`src/rtl/hdmi_infoframe_pkg.sv`:
```
// hdmi_infoframe_pkg: shared InfoFrame constants, types, presets and helpers
package hdmi_infoframe_pkg;
    localparam logic [7:0]  HB0_VSIF  = 8'h81;
    localparam int          PB_COUNT  = 28;
    localparam logic [4:0]  LEN_MIN   = 5'd4;
    localparam logic [23:0] OUI_HF    = 24'hC45DD8;
    localparam logic [23:0] OUI_DOLBY = 24'h00D046;
    localparam logic [4:0]  ALLM_LEN  = 5'd5;
    localparam logic [4:0]  DOLBY_LEN = 5'd27;

    typedef logic [PB_COUNT-1:0][7:0] pb_array_t;
    typedef logic [PB_COUNT-1:1][7:0] pb_body_t;
    typedef enum logic [1:0] {IDLE, CALC, WAIT_FRAME} vsif_state_e;

    function automatic logic [4:0] sat_len(input logic [4:0] l, input logic [4:0] mx);
        return (l < LEN_MIN) ? LEN_MIN : (l > mx) ? mx : l;
    endfunction

    function automatic pb_body_t preset_body(input logic dolby);
        pb_body_t b;
        b = '0;
        b[3:1] = dolby ? OUI_DOLBY : OUI_HF;
        b[5:4] = dolby ? 16'h0003 : 16'h0201;
        return b;
    endfunction
endpackage

```
`src/rtl/infoframe_checksum_acc.sv`:
```
// infoframe_checksum_acc: byte-serial mod-256 accumulator producing the InfoFrame checksum byte
module infoframe_checksum_acc (
    input  logic       clk_i,
    input  logic       rst_ni,
    input  logic       clr_i,
    input  logic [7:0] seed_i,
    input  logic       add_i,
    input  logic [7:0] data_i,
    output logic [7:0] chk_o
);
    logic [7:0] acc_q;
    // Seed on clear, otherwise fold in one byte per enabled cycle
    always_ff @(posedge clk_i or negedge rst_ni)
        if (!rst_ni) acc_q <= '0;
        else acc_q <= clr_i ? seed_i : add_i ? acc_q + data_i : acc_q;
    assign chk_o = 8'h00 - acc_q;
endmodule

```
`src/rtl/vsif_packet_gen.sv`:
```
// vsif_packet_gen: programmable HDMI VSIF source, tear-free publish on frame_start (option: VSIF_PRESET_EN)
module vsif_packet_gen
    import hdmi_infoframe_pkg::*;
#(
    parameter logic [7:0] VERSION   = 8'h01,
    parameter int         MAX_LEN   = 27,
    parameter int         RESET_LEN = 5
) (
    input  logic             clk_pixel_i,
    input  logic             reset_n_i,
    input  logic             wr_en_i,
    input  logic [4:0]       wr_addr_i,
    input  logic [7:0]       wr_data_i,
    output logic             wr_ready_o,
    input  logic [4:0]       cfg_len_i,
    input  logic [7:0]       cfg_version_i,
    input  logic             commit_i,
    input  logic             frame_start_i,
`ifdef VSIF_PRESET_EN
    input  logic             preset_load_i,
    input  logic [1:0]       preset_sel_i,
`endif
    output logic [23:0]      header_o,
    output logic [3:0][55:0] sub_o,
    output logic             pkt_valid_o,
    output logic             busy_o,
    output logic             update_done_o
);
    vsif_state_e state_q, state_d;
    pb_body_t    shadow_q, shadow_d, stage_q;
    pb_array_t   image_q;
    logic [23:0] header_q;
    logic [4:0]  len_q, len_d, idx_q;
    logic [7:0]  ver_q, pb_b, chk;
    logic        pend_q, valid_q, done_q, go, start, publish, wr_ok;

`ifdef VSIF_PRESET_EN
    logic       preset_go_q, preset_hit;
    logic [4:0] preset_len_q;
    assign preset_hit = preset_load_i && !preset_sel_i[1] && state_q == IDLE && !commit_i;
    assign go         = commit_i || preset_go_q;
    assign len_d      = preset_go_q ? preset_len_q : sat_len(cfg_len_i, 5'(MAX_LEN));
    // A preset loads the shadow one cycle ahead of its implied commit
    always_ff @(posedge clk_pixel_i or negedge reset_n_i)
        if (!reset_n_i) begin
            preset_go_q  <= 1'b0;
            preset_len_q <= ALLM_LEN;
        end else begin
            preset_go_q <= preset_hit;
            if (preset_hit) preset_len_q <= sat_len(preset_sel_i[0] ? DOLBY_LEN : ALLM_LEN, 5'(MAX_LEN));
        end
`else
    assign go    = commit_i;
    assign len_d = sat_len(cfg_len_i, 5'(MAX_LEN));
`endif

    assign wr_ok         = wr_en_i && state_q != CALC && wr_addr_i != 5'd0 && wr_addr_i <= 5'd27;
    assign pb_b          = (idx_q <= len_q) ? shadow_q[idx_q] : 8'h00;
    assign wr_ready_o    = state_q != CALC;
    assign busy_o        = state_q != IDLE;
    assign header_o      = header_q;
    assign sub_o         = image_q;
    assign pkt_valid_o   = valid_q;
    assign update_done_o = done_q;

    infoframe_checksum_acc u_chk (
        .clk_i  (clk_pixel_i),
        .rst_ni (reset_n_i),
        .clr_i  (start),
        .seed_i (HB0_VSIF + cfg_version_i + {3'b000, len_d}),
        .add_i  (state_q == CALC),
        .data_i (pb_b),
        .chk_o  (chk)
    );

    // Shadow bank next state: host writes, or a whole preset image
    always_comb begin
        shadow_d = shadow_q;
        if (wr_ok) shadow_d[wr_addr_i] = wr_data_i;
`ifdef VSIF_PRESET_EN
        if (preset_hit) shadow_d = preset_body(preset_sel_i[0]);
`endif
    end

    // Build sequencing; publish only from WAIT_FRAME, restarting if a commit is outstanding
    always_comb begin
        state_d = state_q;
        start   = 1'b0;
        publish = 1'b0;
        case (state_q)
            IDLE:       if (go) begin
                            state_d = CALC;
                            start   = 1'b1;
                        end
            CALC:       if (idx_q == 5'd27) state_d = WAIT_FRAME;
            WAIT_FRAME: if (frame_start_i) begin
                            publish = 1'b1;
                            start   = pend_q || commit_i;
                            state_d = (pend_q || commit_i) ? CALC : IDLE;
                        end
            default:    state_d = IDLE;
        endcase
    end

    // Control state, byte walk over the shadow and staging capture
    always_ff @(posedge clk_pixel_i or negedge reset_n_i)
        if (!reset_n_i) begin
            state_q  <= IDLE;
            pend_q   <= 1'b0;
            shadow_q <= '0;
            stage_q  <= '0;
            len_q    <= 5'(RESET_LEN);
            ver_q    <= VERSION;
            idx_q    <= 5'd1;
        end else begin
            state_q  <= state_d;
            pend_q   <= !publish && (pend_q || (commit_i && state_q != IDLE));
            shadow_q <= shadow_d;
            if (start) begin
                len_q <= len_d;
                ver_q <= cfg_version_i;
                idx_q <= 5'd1;
            end else if (state_q == CALC) begin
                stage_q[idx_q] <= pb_b;
                idx_q          <= idx_q + 5'd1;
            end
        end

    // Active image: changes only on a publish cycle
    always_ff @(posedge clk_pixel_i or negedge reset_n_i)
        if (!reset_n_i) begin
            image_q  <= '0;
            header_q <= '0;
            valid_q  <= 1'b0;
            done_q   <= 1'b0;
        end else begin
            done_q <= publish;
            if (publish) begin
                image_q  <= {stage_q, chk};
                header_q <= {3'b000, len_q, ver_q, HB0_VSIF};
                valid_q  <= 1'b1;
            end
        end
endmodule

```
`config.mk`:
```
export PLATFORM = sky130hd
export DESIGN_NAME = vsif_packet_gen
export DESIGN_NICKNAME = d
export VERILOG_FILES = /design/src/rtl/hdmi_infoframe_pkg.sv /design/src/rtl/infoframe_checksum_acc.sv /design/src/rtl/vsif_packet_gen.sv
export SDC_FILE = /design/constraint.sdc
export NUM_CORES = 1
export LEC_CHECK = 0
export BUFFER_PORTS_ARGS = -buffer_cell sky130_fd_sc_hd__buf_4
export CAP_MARGIN = 20
export CORE_AREA = 2 2 292 294
export CTS_BUF_LIST = sky130_fd_sc_hd__clkbuf_16
export CTS_CLUSTER_SIZE = 28
export DETAILED_ROUTE_END_ITERATION = 7
export DIE_AREA = 0 0 294 296
export PLACE_DENSITY = 0.56
export SLEW_MARGIN = 40
export SYNTH_ARGS = -nofsm -noshare
export SYNTH_HDL_FRONTEND = slang
export SYNTH_SLANG_ARGS = --single-unit
```
`constraint.sdc`:
```
create_clock -name clk_pixel_i -period 5.5 [get_ports clk_pixel_i]
set_input_delay 0.55 -clock clk_pixel_i [delete_from_list [all_inputs] [get_ports clk_pixel_i]]
set_output_delay 0.55 -clock clk_pixel_i [all_outputs]
set_load 0.03 [all_outputs]
```
# After elaboration in Yosys (flattened, before gate mapping)
# Cells that the tools add are included.
[word_totals]
memories = 0
register_bits = 702
ramBits = 0
mem_bits_ro = 0
latchBits = 0
in_bits = 31
output_inout_bits = 252
[classes]
div_mod_pow = 0
muxes = 25
eq_ne = 7
reduce_logical = 16
n_addsub = 5
shift = 0
bitwise = 1
n_mul = 0
magnitude_cmp = 8
[op_table]
columns = ["operator", "n"]
rows = [
  ["bitwise mux 216 bit", 2],
  ["demux 8 bit (select 5 bit)", 2],
  ["two-way mux 8 bit", 6],
  ["binary-select mux 8 bit (select 5 bit)", 1],
  ["two-way mux 5 bit", 4],
  ["< comparator 5 x 6 -> 1 bit (second input constant)", 2],
  ["greater-or-equal comparator 5 x 1 -> 1 bit (second input constant)", 2],
  ["adder 8 x 5 -> 8 bit", 1],
  ["adder 8 bit", 1],
  ["adder 8 bit (first input constant)", 1],
  ["subtractor 1 x 8 -> 8 bit (first input constant)", 1],
  ["logical AND 1 bit", 7],
  ["two-way mux 2 bit", 3],
  ["!= test 2 bit (second input constant)", 3],
  ["one-hot mux 2 bit (3 select lines)", 1],
  ["adder 5 x 1 -> 5 bit (second input constant)", 1],
  ["== test 5 bit (second input constant)", 1],
  ["> comparator 5 bit (second input constant)", 1],
  ["less-or-equal comparator 5 bit", 1],
  ["less-or-equal comparator 5 bit (second input constant)", 1],
  ["< comparator 5 x 3 -> 1 bit (second input constant)", 1],
  ["two-way mux 1 bit", 5],
  ["nonzero test 5 bit", 1],
  ["nonzero test 2 bit", 2],
  ["10 further kinds", 11],
]

# Depth between registers and ports, before layout
# Gate-level depths: netlist of the first run.
[depth]
word_depth = 6
ltp_mapped = 22
mapped_depth_nobuf = 18

# By module
# A second synthesis of the first run with hierarchy kept.
[hier_totals]
cells_unflattened = 2552
hier_area_um2 = 29465.8
[modules_own_cells]
columns = ["mod", "area_per_inst_um2", "seq_area_each_um2", "cells_per_inst", "instances"]
rows = [
  ["vsif_packet_gen", 28626.2, 17321.6, 2452, 1],
  ["infoframe_checksum_acc", 839.6, 200.2, 100, 1],
]

# Least setup slack after synthesis of the first run
# Ideal clock, no wire load.
[synth_timing]
kind = "reg2reg"
from = "register idx_q[0]"
to = "register u_chk.acc_q[6]"
arrival_time_ps = 3824
path_stages_with_launch = 22
setup_slack_ps = 1589
setup_ps = 87
required_ps = 5413
synth_period_minus_slack_ps = 3911
cell_sequence = "dfstp_2 buf_6 buf_6 buf_6 inv_1 ha_1 nand4_1 mux2i_1 a21o_1 o21ai_0 nor2_2 buf_2 ha_1 inv_1 fa_1 nor2b_1 o21ai_0 a21boi_0 o21a_1 nor3_1 nand3b_1 a22oi_1"
[synth_via]
elab_chain_cells = 6
word_cells_on_any_way = 7
classes_between = "1 x add/sub; 1 x order compare; 5 x mux"
[synth_rtl]
columns = ["element", "line_no", "text"]
rows = [
  ["from (decl)", "vsif_packet_gen.sv:33", "logic [4:0] len_q, len_d, idx_q;"],
  ["from (signal assigned)", "vsif_packet_gen.sv:125", "idx_q <= idx_q + 5'd1;"],
  ["binary-select mux 8 bit (select 5 bit)", "vsif_packet_gen.sv:58", "assign pb_b = (idx_q <= len_q) ? shadow_q[idx_q] : 8'h00;"],
  ["two-way mux 8 bit (not written as such)", "vsif_packet_gen.sv:58", ""],
  ["two-way mux 8 bit (*)", "vsif_packet_gen.sv:58", ""],
  ["net pb_b[0]", "vsif_packet_gen.sv:34", "logic [7:0] ver_q, pb_b, chk;"],
  ["adder 8 bit (*)", "infoframe_checksum_acc.sv:15", "else acc_q <= clr_i ? seed_i : add_i ? acc_q + data_i : acc_q;"],
  ["two-way mux 8 bit (*) (2 in a row)", "infoframe_checksum_acc.sv:15", ""],
  ["to (signal assigned)", "infoframe_checksum_acc.sv:15", ""],
  ["to (decl)", "infoframe_checksum_acc.sv:11", "logic [7:0] acc_q;"],
]
# Mark *: on every way through the listed nets, which the timed path passes. The rest lies on a longest branch. The select of a mux whose other input is x is not followed.
# A chain may end at the register's enable or synchronous reset.

# Final worst setup path of the first run
[layout_timing]
from = "register idx_q[0]"
to = "register u_chk.acc_q[6]"
[layout_via]
elab_chain_cells = 6
word_cells_on_any_way = 7
classes_between = "1 x add/sub; 1 x order compare; 5 x mux"
[layout_rtl]
columns = ["element", "line_no"]
rows = [
  ["binary-select mux 8 bit (select 5 bit)", "vsif_packet_gen.sv:58"],
  ["two-way mux 8 bit (not written as such)", "vsif_packet_gen.sv:58"],
  ["two-way mux 8 bit (*)", "vsif_packet_gen.sv:58"],
  ["adder 8 bit (*)", "infoframe_checksum_acc.sv:15"],
  ["two-way mux 8 bit (*) (2 in a row)", "infoframe_checksum_acc.sv:15"],
]
# Mark *: on every way between the ends. The rest lies on a longest branch, timed or not. The select of a mux whose other input is x is not followed.

==> results of run 1 <==
==> worst max-delay path by stage <==
| stage | slack, ns | end | cells past startpoint |
|---|---|---|---|
| 5_1_grt | 0.56 | u_chk.acc_q[6] | 15 |
| 4_1_cts | 0.94 | u_chk.acc_q[6] | 15 |
| 2_1_floorplan | 1.59 | u_chk.acc_q[6] | 21 |
| 6_report | 0.96 | u_chk.acc_q[6] | 15 |
| 3_5_place_dp | 0.98 | u_chk.acc_q[6] | 15 |
| 3_3_place_gp | 1.06 | u_chk.acc_q[6] | 15 |
==> power breakdown <==
| group | switching (mW) | leakage [nW] | internal (mW) |
|---|---|---|---|
| Clock | 2.07 | 1.22 | 2.79 |
| Combinational | 2.99 | 7.19 | 1.93 |
| Sequential | 0.727 | 9.50 | 6.18 |
| Total | 5.79 | 17.9 | 10.9 |
==> state kept, by name, summed over array words and instances (netlist names) <==
| signal | count |
|---|---|
| sub_o | 224 |
| pend_q | 1 |
| ver_q | 8 |
| stage_q | 216 |
| shadow_q | 216 |
| update_done_o | 1 |
| len_q | 5 |
| state_q | 2 |
| u_chk.acc_q | 8 |
| header_o | 14 |
| idx_q | 5 |
==> synth_stat cells (5+ instances only) <==
cell / instances
mux2_4: 10
nand3_1: 14
o21a_1: 5
buf_2: 18
xnor2_1: 6
o21ai_0: 40
buf_1: 6
nor2_1: 57
nor3_1: 7
o211ai_1: 7
nor2b_1: 11
xor2_1: 10
buf_6: 7
mux2_2: 414
clkbuf_1: 84
ha_1: 22
mux2i_1: 21
buf_4: 17
nand3b_1: 6
dfrtp_1: 696
mux4_2: 49
nand2_1: 771
clkbuf_2: 5
nand2_2: 6
inv_1: 22
a21oi_1: 31
==> metrics by stage <==
stage	hold slack [ns]	setup slack, ns	util	power [mW]
after global placement	0.442	1.06	0.383	11.8
final	0.136	0.963	0.413	16.7
after global routing	0.132	0.564	0.413	17.6
after floorplan	0.254	1.59	-	9.96
after detailed placement	0.446	0.976	0.384	12.0
after CTS	0.0961	0.938	0.412	16.9
==> worst reg2reg max path, cell delays in order, from the launching register on <==
cell and delay [ns]:
dfstp_4 1.08, inv_1 0.33, ha_1 0.37, nand4_1 0.09, mux2i_1 0.18, a21o_1 0.22
o211a_1 0.26, clkinv_1 0.30, fa_1 0.52, nor2b_1 0.17, o21ai_0 0.13, a21boi_0 0.27
o21a_1 0.16, nor3_1 0.04, nand3b_1 0.16, a22oi_1 0.18
==> per-layer routing <==
metal / part of all wire / global-route usage / up-vias / routed length [µm]
met5: 0.00070 / 0 / - / 55
met2: 0.46 / 0.283 / 458 / 36100
li1: - / - / 8557 / -
met4: 0.027 / 0.0601 / 8 / 2100
met3: 0.054 / 0.0367 / 119 / 4250
met1: 0.46 / 0.247 / 9777 / 35700
==> placed cells by master (no fill, tap or decap), drive strengths merged, types with 3 or more instances in the layout <==
cell type    n
nor3b        3
nor2        58
mux2       424
a211oi       4
nand2b       4
nor2b       11
inv         41
conb         9
nand2      777
dfrtp      696
dfstp        4
o211ai       7
buf        302
and3         4
o21ai       41
nor4         3
o22ai        4
nand3b       6
bufinv       5
clkinv      33
a21oi       35
xor2        10
ha          22
nor3         7
mux4        49
xnor2        6
clkbuf      77
o21a         5
mux2i       21
nand3       14
==> what timing repair did <==
action                                  in CTS  in global routing
hold endpoints to repair                    59                  0
gates resized for setup                      0                  0
endpoints found under the setup margin       0                  0
hold buffers                                 1                  0
==> layout make-up <==
class / count / share of cell area
Antenna cell: 1 / 0.0000719
Timing Repair Buffer: 303 / 0.0693
Multi-Input combinational cell: 1560 / 0.317
Sequential cell: 700 / 0.504
Clock buffer: 77 / 0.0554
Inverter: 23 / 0.00284
Clock inverter: 57 / 0.0124
Tap cell: 1090 / 0.0392
==> logic make-up after synthesis <==
logic type               synth area share
AO/OA/AOI/OAI                      0.0245
XOR/XNOR                          0.00480
adder cells (fa/ha/maj)            0.0112
buffers and inverters              0.0256
flip-flops                          0.601
multiplexers                        0.210
other                            0.000129
AND/OR/NAND/NOR                     0.123
==> out/summary.txt, run 1 <==
status: complete, no violations
largest net degree at the start of global routing: 188
Syn. warnings: 0
PwrDens: 479 nW/µm²
detailed-route wire length: 78300 µm
Final Skew: 0.0191 ns
detailed-route DRC error count: 0
Reg area: 17500 µm²
top cell type's share of synthesized area: 0.597
Worst Path Buf+Inv: 2
DR vias/cell: 4.96
Max-cap violations: 0
Area Growth Syn to Fin: 19.3%
Vias: 18900
WL/cell: 20.5 µm
element type at the critical path end: register
synth unique cells: 65
top post-synthesis cells by area: dfrtp_1, mux2_2, nand2_1
Slew @ Worst Pin: 0.840 ns
number of global-route vias before repair: 19500
Clock Sinks: 700
DP HPWL: 51400 µm
drt pass-1 iters: 5
Reg2Reg Depth: 15
mean post-synth cell area: 12.1 µm²
RSZ-0062 raised after global routing: false
required time of the worst setup path: 6.02 ns
leakage: 17.9 nW
sequential area share after synthesis: 0.601
Synth Instances: 2412
# IOs: 283
Clock Latency Late Sink: 0.61 ns
hold endpoint: state_q[1]
CP top delay family: compound AO/OA/AOI/OAI gates
Max rail drop VDD: 0.500 mV
Clock Path Buffers: 3
CP arrival: 5.05 ns
H-tree Lvls: 3
worst reg2reg startpoint: idx_q[0]
post-CTS setup repair buffer count: 0
post-placement cell area: 32400 µm²
layout cells sized above 1: 0.343
core footprint: 84200 µm²
ys flop type: dfrtp_1
crit path max fanout: 45
Post-Syn Area: 29200 µm²
fmax: 220 MHz
hold path start: frame_start_i
GP Congestion: 0.838
Die Wd: 294 µm
final setup fails: 0
Worst R2R End: u_chk.acc_q[6]
placed insts: 3673
Iter 0 DRT Violations: 1257
Async S/R FF share, synth: 1.00
Rows: 107
crit path launch: idx_q[0]
Slew Limit Fails: 0
Post-synth EDFFs: 0
# fillers: 7901
crit-path cells: inv_1, ha_1, nand4_1, mux2i_1, a21o_1, o211a_1, clkinv_1, fa_1, nor2b_1, o21ai_0, a21boi_0, o21a_1, nor3_1, nand3b_1, a22oi_1
Setup TNS Final: 0 ns
multi-input logic area: 11000 µm²
wire length of the first global-routing pass: 119000 µm
fin crit share: 0.825
nets: 2719
register bit count reported by yosys: 700
Setup Crit Path Kind: register to register
total track usage: 0.179
register-to-register setup slack: 0.96 ns
grt ovf: 0
non-filler cells, final: 3811
final hold violation count: 0
Rel. slew slack: 0.438
IO buf count: 273
Die Area: 87000 µm²
CTS Buf Count: 76
CTS Root Buffer Type: clkbuf_16
initial core utilization: 0.346
Slowest-stage cell, CP: dfstp_4
final instance area: 34800 µm²
Tmin final: 4.54 ns
Die Y: 296 µm
CTS tree: yes
post-route ant nets: 0
initial antenna violation count: 7
Hold Crit Depth: 2
Synth area leader: dfrtp_1
Startpoint Class: register
Hold Path Class: input port to register
clock-pin slew on the worst setup and hold paths: 0.06 ns
Largest stage delay, worst path: 1.08 ns
Note: power is estimated with default switching activity, not from simulation.
==> run 2: changes to the inputs <==
--- a/config.mk
+++ b/config.mk
@@ -12,7 +12,7 @@
 export CTS_CLUSTER_SIZE = 28
 export DETAILED_ROUTE_END_ITERATION = 7
 export DIE_AREA = 0 0 294 296
-export PLACE_DENSITY = 0.56
+export PLACE_DENSITY = 0.58
 export SLEW_MARGIN = 40
 export SYNTH_ARGS = -nofsm -noshare
 export SYNTH_HDL_FRONTEND = slang
==> constraint.sdc (replaced) <==
create_clock -name clk_pixel_i -period 3.95 [get_ports clk_pixel_i]
set_input_delay 0.395 -clock clk_pixel_i [delete_from_list [all_inputs] [get_ports clk_pixel_i]]
set_output_delay 0.395 -clock clk_pixel_i [all_outputs]
set_load 0.03 [all_outputs]
==> run 2 against run 1 <==
Net effect:
- sequential cell count unchanged
- clock-buffer cell count down 1
- fmax rose by 20%
- critical path depth is 3 lower
- power up 42%
- first-iteration DRC count down 6.8%
- die area is the same
- critical path type unchanged
- sequential share of layout area fell by 0.78 points
- cell count rose by 1.6%
- routed wire length up 0.68%
- highest routed layer unchanged
- via count increased by 1.7%
- final area up 1.6%
==> out/summary.txt, run 2 (synthesis results as in run 1) <==
number of global-route vias before repair: 19900 (was 19500)
required time of the worst setup path: 4.42 ns (was 6.02 ns)
core footprint: 84200 µm² (unchanged)
# IOs: 283 (unchanged)
fin crit share: 0.955 (was 0.825)
layout cells sized above 1: 0.351 (was 0.343)
Hold Path Class: input port to register (unchanged)
PwrDens: 672 nW/µm² (was 479 nW/µm²)
CTS tree: yes (unchanged)
clock power share: 0.293 (was 0.291)
CTS Root Buffer Type: clkbuf_16 (unchanged)
antenna fix cells: 0 (was 1)
final setup fails: 0 (unchanged)
Clock Latency Late Sink: 0.63 ns (was 0.61 ns)
Vias: 19200 (was 18900)
Die Y: 296 µm (unchanged)
final instance area: 35400 µm² (was 34800 µm²)
Slew Limit Fails: 0 (unchanged)
Slew @ Worst Pin: 0.836 ns (was 0.840 ns)
Psw: 8.22 mW (was 5.79 mW)
Clock Sinks: 700 (unchanged)
CP top delay family: compound AO/OA/AOI/OAI gates (unchanged)
final hold violation count: 0 (unchanged)
leading cell type in the layout, fill and taps excluded: nand2_1 (unchanged)
Slowest-stage cell, CP: dfstp_4 (unchanged)
Largest stage delay, worst path: 0.76 ns (was 1.08 ns)
RSZ-0062 raised after global routing: false (unchanged)
Rows: 107 (unchanged)
DR vias/cell: 4.97 (was 4.96)
CP arrival: 4.24 ns (was 5.05 ns)
leakage: 18.2 nW (was 17.9 nW)
Clock Path Buffers: 3 (unchanged)
status: complete, no violations (unchanged)
fmax: 265 MHz (was 220 MHz)
Startpoint Class: register (unchanged)
IO buf count: 273 (unchanged)
element type at the critical path end: register (unchanged)
commonest cells after routing, fill and taps aside: nand2_1, dfrtp_1, mux2_2 (unchanged)
Setup Crit Path Kind: register to register (unchanged)
Die Wd: 294 µm (unchanged)
GP Congestion: 0.855 (was 0.838)
Max-cap violations: 0 (unchanged)
drt pass-1 iters: 5 (unchanged)
total track usage: 0.182 (was 0.179)
largest net degree at the start of global routing: 92 (was 188)
H-tree Lvls: 3 (unchanged)
clock-pin slew on the worst setup and hold paths: 0.06 ns (about the same)
post-placement cell area: 32700 µm² (was 32400 µm²)
detailed-route wire length: 78800 µm (was 78300 µm)
Final Skew: 0.0300 ns (was 0.0191 ns)
crit-path cells: buf_16, mux4_2, mux4_2, o211a_1, ha_1, a21o_1, a21oi_1, o211ai_1, xnor2_1, nor2_1, a211oi_1, a21oi_1 (was inv_1, ha_1, nand4_1, mux2i_1, a21o_1, o211a_1, clkinv_1, fa_1, nor2b_1, o21ai_0, a21boi_0, o21a_1, nor3_1, nand3b_1, a22oi_1)
CTS Buf Count: 76 (unchanged)
post-route ant nets: 0 (unchanged)
Tmin final: 3.77 ns (was 4.54 ns)
grt ovf: 0 (unchanged)
nets: 2777 (was 2719)
DP HPWL: 52600 µm (was 51400 µm)
Largest register FFs: 224 (unchanged)
initial antenna violation count: 7 (unchanged)
Max rail drop VDD: 0.675 mV (was 0.500 mV)
Net Sw Frac: 0.346 (was 0.347)
internal power: 15.5 mW (was 10.9 mW)
WL/cell: 20.4 µm (was 20.5 µm)
Sequential Power Share: 0.398 (was 0.414)
Iter 0 DRT Violations: 1171 (was 1257)
Die Area: 87000 µm² (unchanged)
detailed-route DRC error count: 0 (unchanged)
combinational share of power: 0.309 (was 0.295)
Area Growth Syn to Fin: 21.2% (was 19.3%)
Setup TNS Final: 0 ns (unchanged)
Rel. slew slack: 0.441 (was 0.438)
Worst Path Buf+Inv: 1 (was 2)
crit path max fanout: 11 (was 45)
wire length of the first global-routing pass: 121000 µm (was 119000 µm)
initial core utilization: 0.346 (unchanged)
## run 2: cell types whose count changed in the layout (fill, tap and decap cells not counted), sizes merged
cell / delta
inv: +2
clkbuf: -1
bufinv: +2
diode: -1
dlygate4sd3: +8
clkinvlp: +2
clkinv: -1
buf: +50
## run 2: layer usage
metal | global-route usage | share of wire | vias to the layer above
met5 | 0 | 0.00051 | -
met4 | 0.0489 | 0.020 | 6
met3 | 0.0456 | 0.068 | 116
met2 | 0.293 | 0.47 | 521
met1 | 0.243 | 0.44 | 9876
li1 | - | - | 8727
## run 2: worst paths after layout
kind,cells after the start,endpoint,start,slack (ns)
hold reg to reg,2,sub_o[146],stage_q[138],0.46
max in group asynchronous,5,sub_o[58],reset_n_i,2.44
hold / removal,3,pend_q,commit_i,0.04
setup / recovery,12,u_chk.acc_q[5],idx_q[0],0.18
setup reg to reg,12,u_chk.acc_q[5],idx_q[0],0.18
min in group asynchronous,2,header_o[7],reset_n_i,0.28
## run 2: metrics by stage
step                hold slack (ns)  utilization  cells  power (mW)  setup slack (ns)
finish                       0.0386        0.420   3872        23.8             0.179
global route                 0.0284        0.420   3872        25.0           0.00495
CTS                         0.00901        0.419   3867        23.9             0.226
detailed placement            0.346        0.389   3720        16.9             0.212
global placement              0.445        0.388   3719        16.7             0.230
floorplan                    0.0994            -   2420        13.9            0.0392
## run 2: final cells by class
type	count	area [µm²]
fillers	7898	48900
multi-input cells	1560	11000
well taps	1090	1360
clock buffers	76	1900
flip-flops and latches	700	17500
repair buffers	361	2910
clock inverters	62	537
inverters	23	91.3
## run 2: power by group through the flow
stage | Combinational [mW] | Clock [mW] | Sequential, mW
2_1_floorplan | 4.45 | 0 | 9.42
3_3_place_gp | 7.14 | 0 | 9.53
3_5_place_dp | 7.28 | 0 | 9.60
5_1_grt | 7.96 | 7.46 | 9.62
6_report | 7.34 | 6.97 | 9.45
4_1_cts | 7.31 | 7.15 | 9.48
## run 2: repair_timing
item / in CTS / in global routing
buffers inserted: 0 / 4
endpoints found under the setup margin: 0 / 3
resized for setup: 0 / 1
hold buffers: 9 / 0
hold endpoints to repair: 44 / 0
## run 2: worst reg2reg max path: cells and delay by family, from the launching register on
family	cells	cell delay (ns)
AO/OA/AOI/OAI	6	1.16
multiplexers	2	1.00
flip-flops	1	0.76
adder cells (fa/ha/maj)	1	0.30
buffers and inverters	1	0.20
XOR/XNOR	1	0.15
AND/OR/NAND/NOR	1	0.06
==> run 3: changes to the inputs <==
--- a/config.mk
+++ b/config.mk
@@ -7,12 +7,12 @@
 export LEC_CHECK = 0
 export BUFFER_PORTS_ARGS = -buffer_cell sky130_fd_sc_hd__buf_4
 export CAP_MARGIN = 20
-export CORE_AREA = 2 2 292 294
+export CORE_AREA = 2 2 349 247
 export CTS_BUF_LIST = sky130_fd_sc_hd__clkbuf_16
 export CTS_CLUSTER_SIZE = 28
 export DETAILED_ROUTE_END_ITERATION = 7
-export DIE_AREA = 0 0 294 296
-export PLACE_DENSITY = 0.58
+export DIE_AREA = 0 0 351 249
+export PLACE_DENSITY = 0.57
 export SLEW_MARGIN = 40
 export SYNTH_ARGS = -nofsm -noshare
 export SYNTH_HDL_FRONTEND = slang
==> run 3 against run 2 <==
Net effect:
- die area grew 0.43%
- critical path depth is 3 higher
- combinational power increased by 1%
- first-iteration DRC count grew 18%
- fmax increased by 3.2%
- clock skew decreased by 0.0049 ns
- via count up 0.73%
- cell count grew 0.98%
- critical path type unchanged
- critical endpoint is now u_chk.acc_q[6]
- largest cell class unchanged
- largest power group unchanged
- highest routed layer unchanged
==> out/summary.txt, run 3 (synthesis results as in run 1) <==
status: complete, no violations (unchanged)
Reg area: 17500 µm² (unchanged)
Rel. slew slack: 0.433 (was 0.441)
antenna fix cells: 0 (unchanged)
detailed-route wire length: 81700 µm (was 78800 µm)
Rows: 89 (was 107)
total track usage: 0.188 (was 0.182)
Tmin final: 3.65 ns (was 3.77 ns)
WL/cell: 20.9 µm (was 20.4 µm)
Setup Crit Path Kind: register to register (unchanged)
nets: 2775 (was 2777)
RSZ-0062 raised after global routing: false (unchanged)
Worst R2R End: u_chk.acc_q[6] (was u_chk.acc_q[5])
final setup fails: 0 (unchanged)
CTS tree: yes (unchanged)
wire length of the first global-routing pass: 126000 µm (was 121000 µm)
non-filler cells, final: 3910 (was 3872)
element type at the critical path end: register (unchanged)
clock-pin slew on the worst setup and hold paths: 0.06 ns (about the same)
layout cells sized above 1: 0.344 (was 0.351)
crit path max fanout: 14 (was 11)
# fillers: 7908 (was 7898)
Hold Path Class: input port to register (unchanged)
DP HPWL: 54900 µm (was 52600 µm)
CTS Root Buffer Type: clkbuf_16 (unchanged)
hold endpoint: len_q[4] (was pend_q)
hold path start: cfg_len_i[4] (was commit_i)
Die Wd: 351 µm (was 294 µm)
Die Y: 249 µm (was 296 µm)
CP arrival: 4.19 ns (was 4.24 ns)
grt ovf: 0 (unchanged)
Max-cap violations: 0 (unchanged)
DR vias/cell: 4.96 (was 4.97)
Iter 0 DRT Violations: 1378 (was 1171)
post-route ant nets: 0 (unchanged)
CTS Buf Count: 70 (was 76)
register-to-register setup slack: 0.30 ns (was 0.18 ns)
Reg2Reg Depth: 15 (was 12)
Startpoint Class: register (unchanged)
Final Skew: 0.0251 ns (was 0.0300 ns)
multi-input logic area: 11000 µm² (about the same)
core footprint: 83900 µm² (was 84200 µm²)
Vias: 19400 (was 19200)
worst reg2reg startpoint: idx_q[0] (unchanged)
required time of the worst setup path: 4.48 ns (was 4.42 ns)
final hold violation count: 0 (unchanged)
Clock Path Buffers: 3 (unchanged)
Die Area: 87400 µm² (was 87000 µm²)
leading cell type in the layout, fill and taps excluded: nand2_1 (unchanged)
commonest cells after routing, fill and taps aside: nand2_1, dfrtp_1, mux2_2 (unchanged)
number of global-route vias before repair: 20400 (was 19900)
IO buf count: 273 (unchanged)
initial core utilization: 0.348 (was 0.346)
drt pass-1 iters: 4 (was 5)
PwrDens: 667 nW/µm² (was 672 nW/µm²)
initial antenna violation count: 3 (was 7)
largest net degree at the start of global routing: 136 (was 92)
# IOs: 283 (unchanged)
detailed-route DRC error count: 0 (unchanged)
Clock Sinks: 700 (unchanged)
leakage: 18.2 nW (about the same)
Largest register FFs: 224 (unchanged)
Hold Crit Depth: 3 (unchanged)
GP Congestion: 0.844 (was 0.855)
Slew @ Worst Pin: 0.850 ns (was 0.836 ns)
fmax: 274 MHz (was 265 MHz)
fin crit share: 0.925 (was 0.955)
Area Growth Syn to Fin: 20.7% (was 21.2%)
Clock Latency Late Sink: 0.63 ns (about the same)
Max rail drop VDD: 0.735 mV (was 0.675 mV)
placed insts: 3772 (was 3720)
H-tree Lvls: 3 (unchanged)
Slew Limit Fails: 0 (unchanged)
Setup TNS Final: 0 ns (unchanged)
[run 3: layer usage]
layer,vias up,wire length (µm),global-route usage,part of all wire
met5,-,13,0,0.00016
met4,2,1650,0.0459,0.020
met3,107,4570,0.0402,0.056
met2,503,36500,0.285,0.45
met1,10100,39000,0.274,0.48
li1,8683,-,-,-
[run 3: layout make-up]
| class | count | share of cell area |
|---|---|---|
| Tap cell | 1137 | 0.0404 |
| Sequential cell | 700 | 0.498 |
| Clock buffer | 73 | 0.0519 |
| Inverter | 23 | 0.00259 |
| Multi-Input combinational cell | 1560 | 0.312 |
| Clock inverter | 52 | 0.0114 |
| Timing Repair Buffer | 365 | 0.0840 |
[run 3: worst max-delay path, stage by stage, from the launching register on]
cell	delay (ns)
dfstp_4	0.64
buf_4	0.12
buf_12	0.16
mux4_2	0.50
mux2i_1	0.18
nor2_1	0.06
a21oi_1	0.29
a21oi_4	0.10
ha_1	0.32
nor2b_1	0.16
o21ai_0	0.25
a21boi_1	0.14
o21a_1	0.20
o21ai_0	0.17
nand3b_1	0.11
a22oi_1	0.15
[run 3: worst max path at each step]
stage,end,cells after the start,start
finish,u_chk.acc_q[6],15,idx_q[0]
global route,u_chk.acc_q[6],17,idx_q[0]
CTS,u_chk.acc_q[6],17,idx_q[0]
detailed placement,u_chk.acc_q[6],17,idx_q[0]
global placement,u_chk.acc_q[6],14,idx_q[0]
floorplan,u_chk.acc_q[6],21,idx_q[0]
[run 3: timing repair]
action | 4_1_cts | 5_1_grt
gates resized for setup | 0 | 1
hold endpoints to repair | 46 | 0
buffers inserted | 0 | 3
endpoints found under the setup margin | 0 | 2
hold buffers | 10 | 0
[run 3: power by group]
group | switching, mW | leakage, nW | total, mW | internal, mW
clock | 2.88 | 1.14 | 6.62 | 3.74
sequential | 0.862 | 9.50 | 9.46 | 8.60
combinational | 4.48 | 7.51 | 7.42 | 2.95
[run 3: through the flow]
stage	instance area, µm²	setup slack, ns	power (mW)	util	hold WS, ns
after floorplan	29200	0.0392	13.9	-	0.0994
after global placement	32800	0.313	16.7	0.391	0.441
after detailed placement	32800	0.103	16.9	0.392	0.355
after CTS	35200	0.0675	23.7	0.419	0.00150
after global routing	35200	0.0429	24.7	0.420	0.0672
final	35200	0.297	23.5	0.420	0.0363
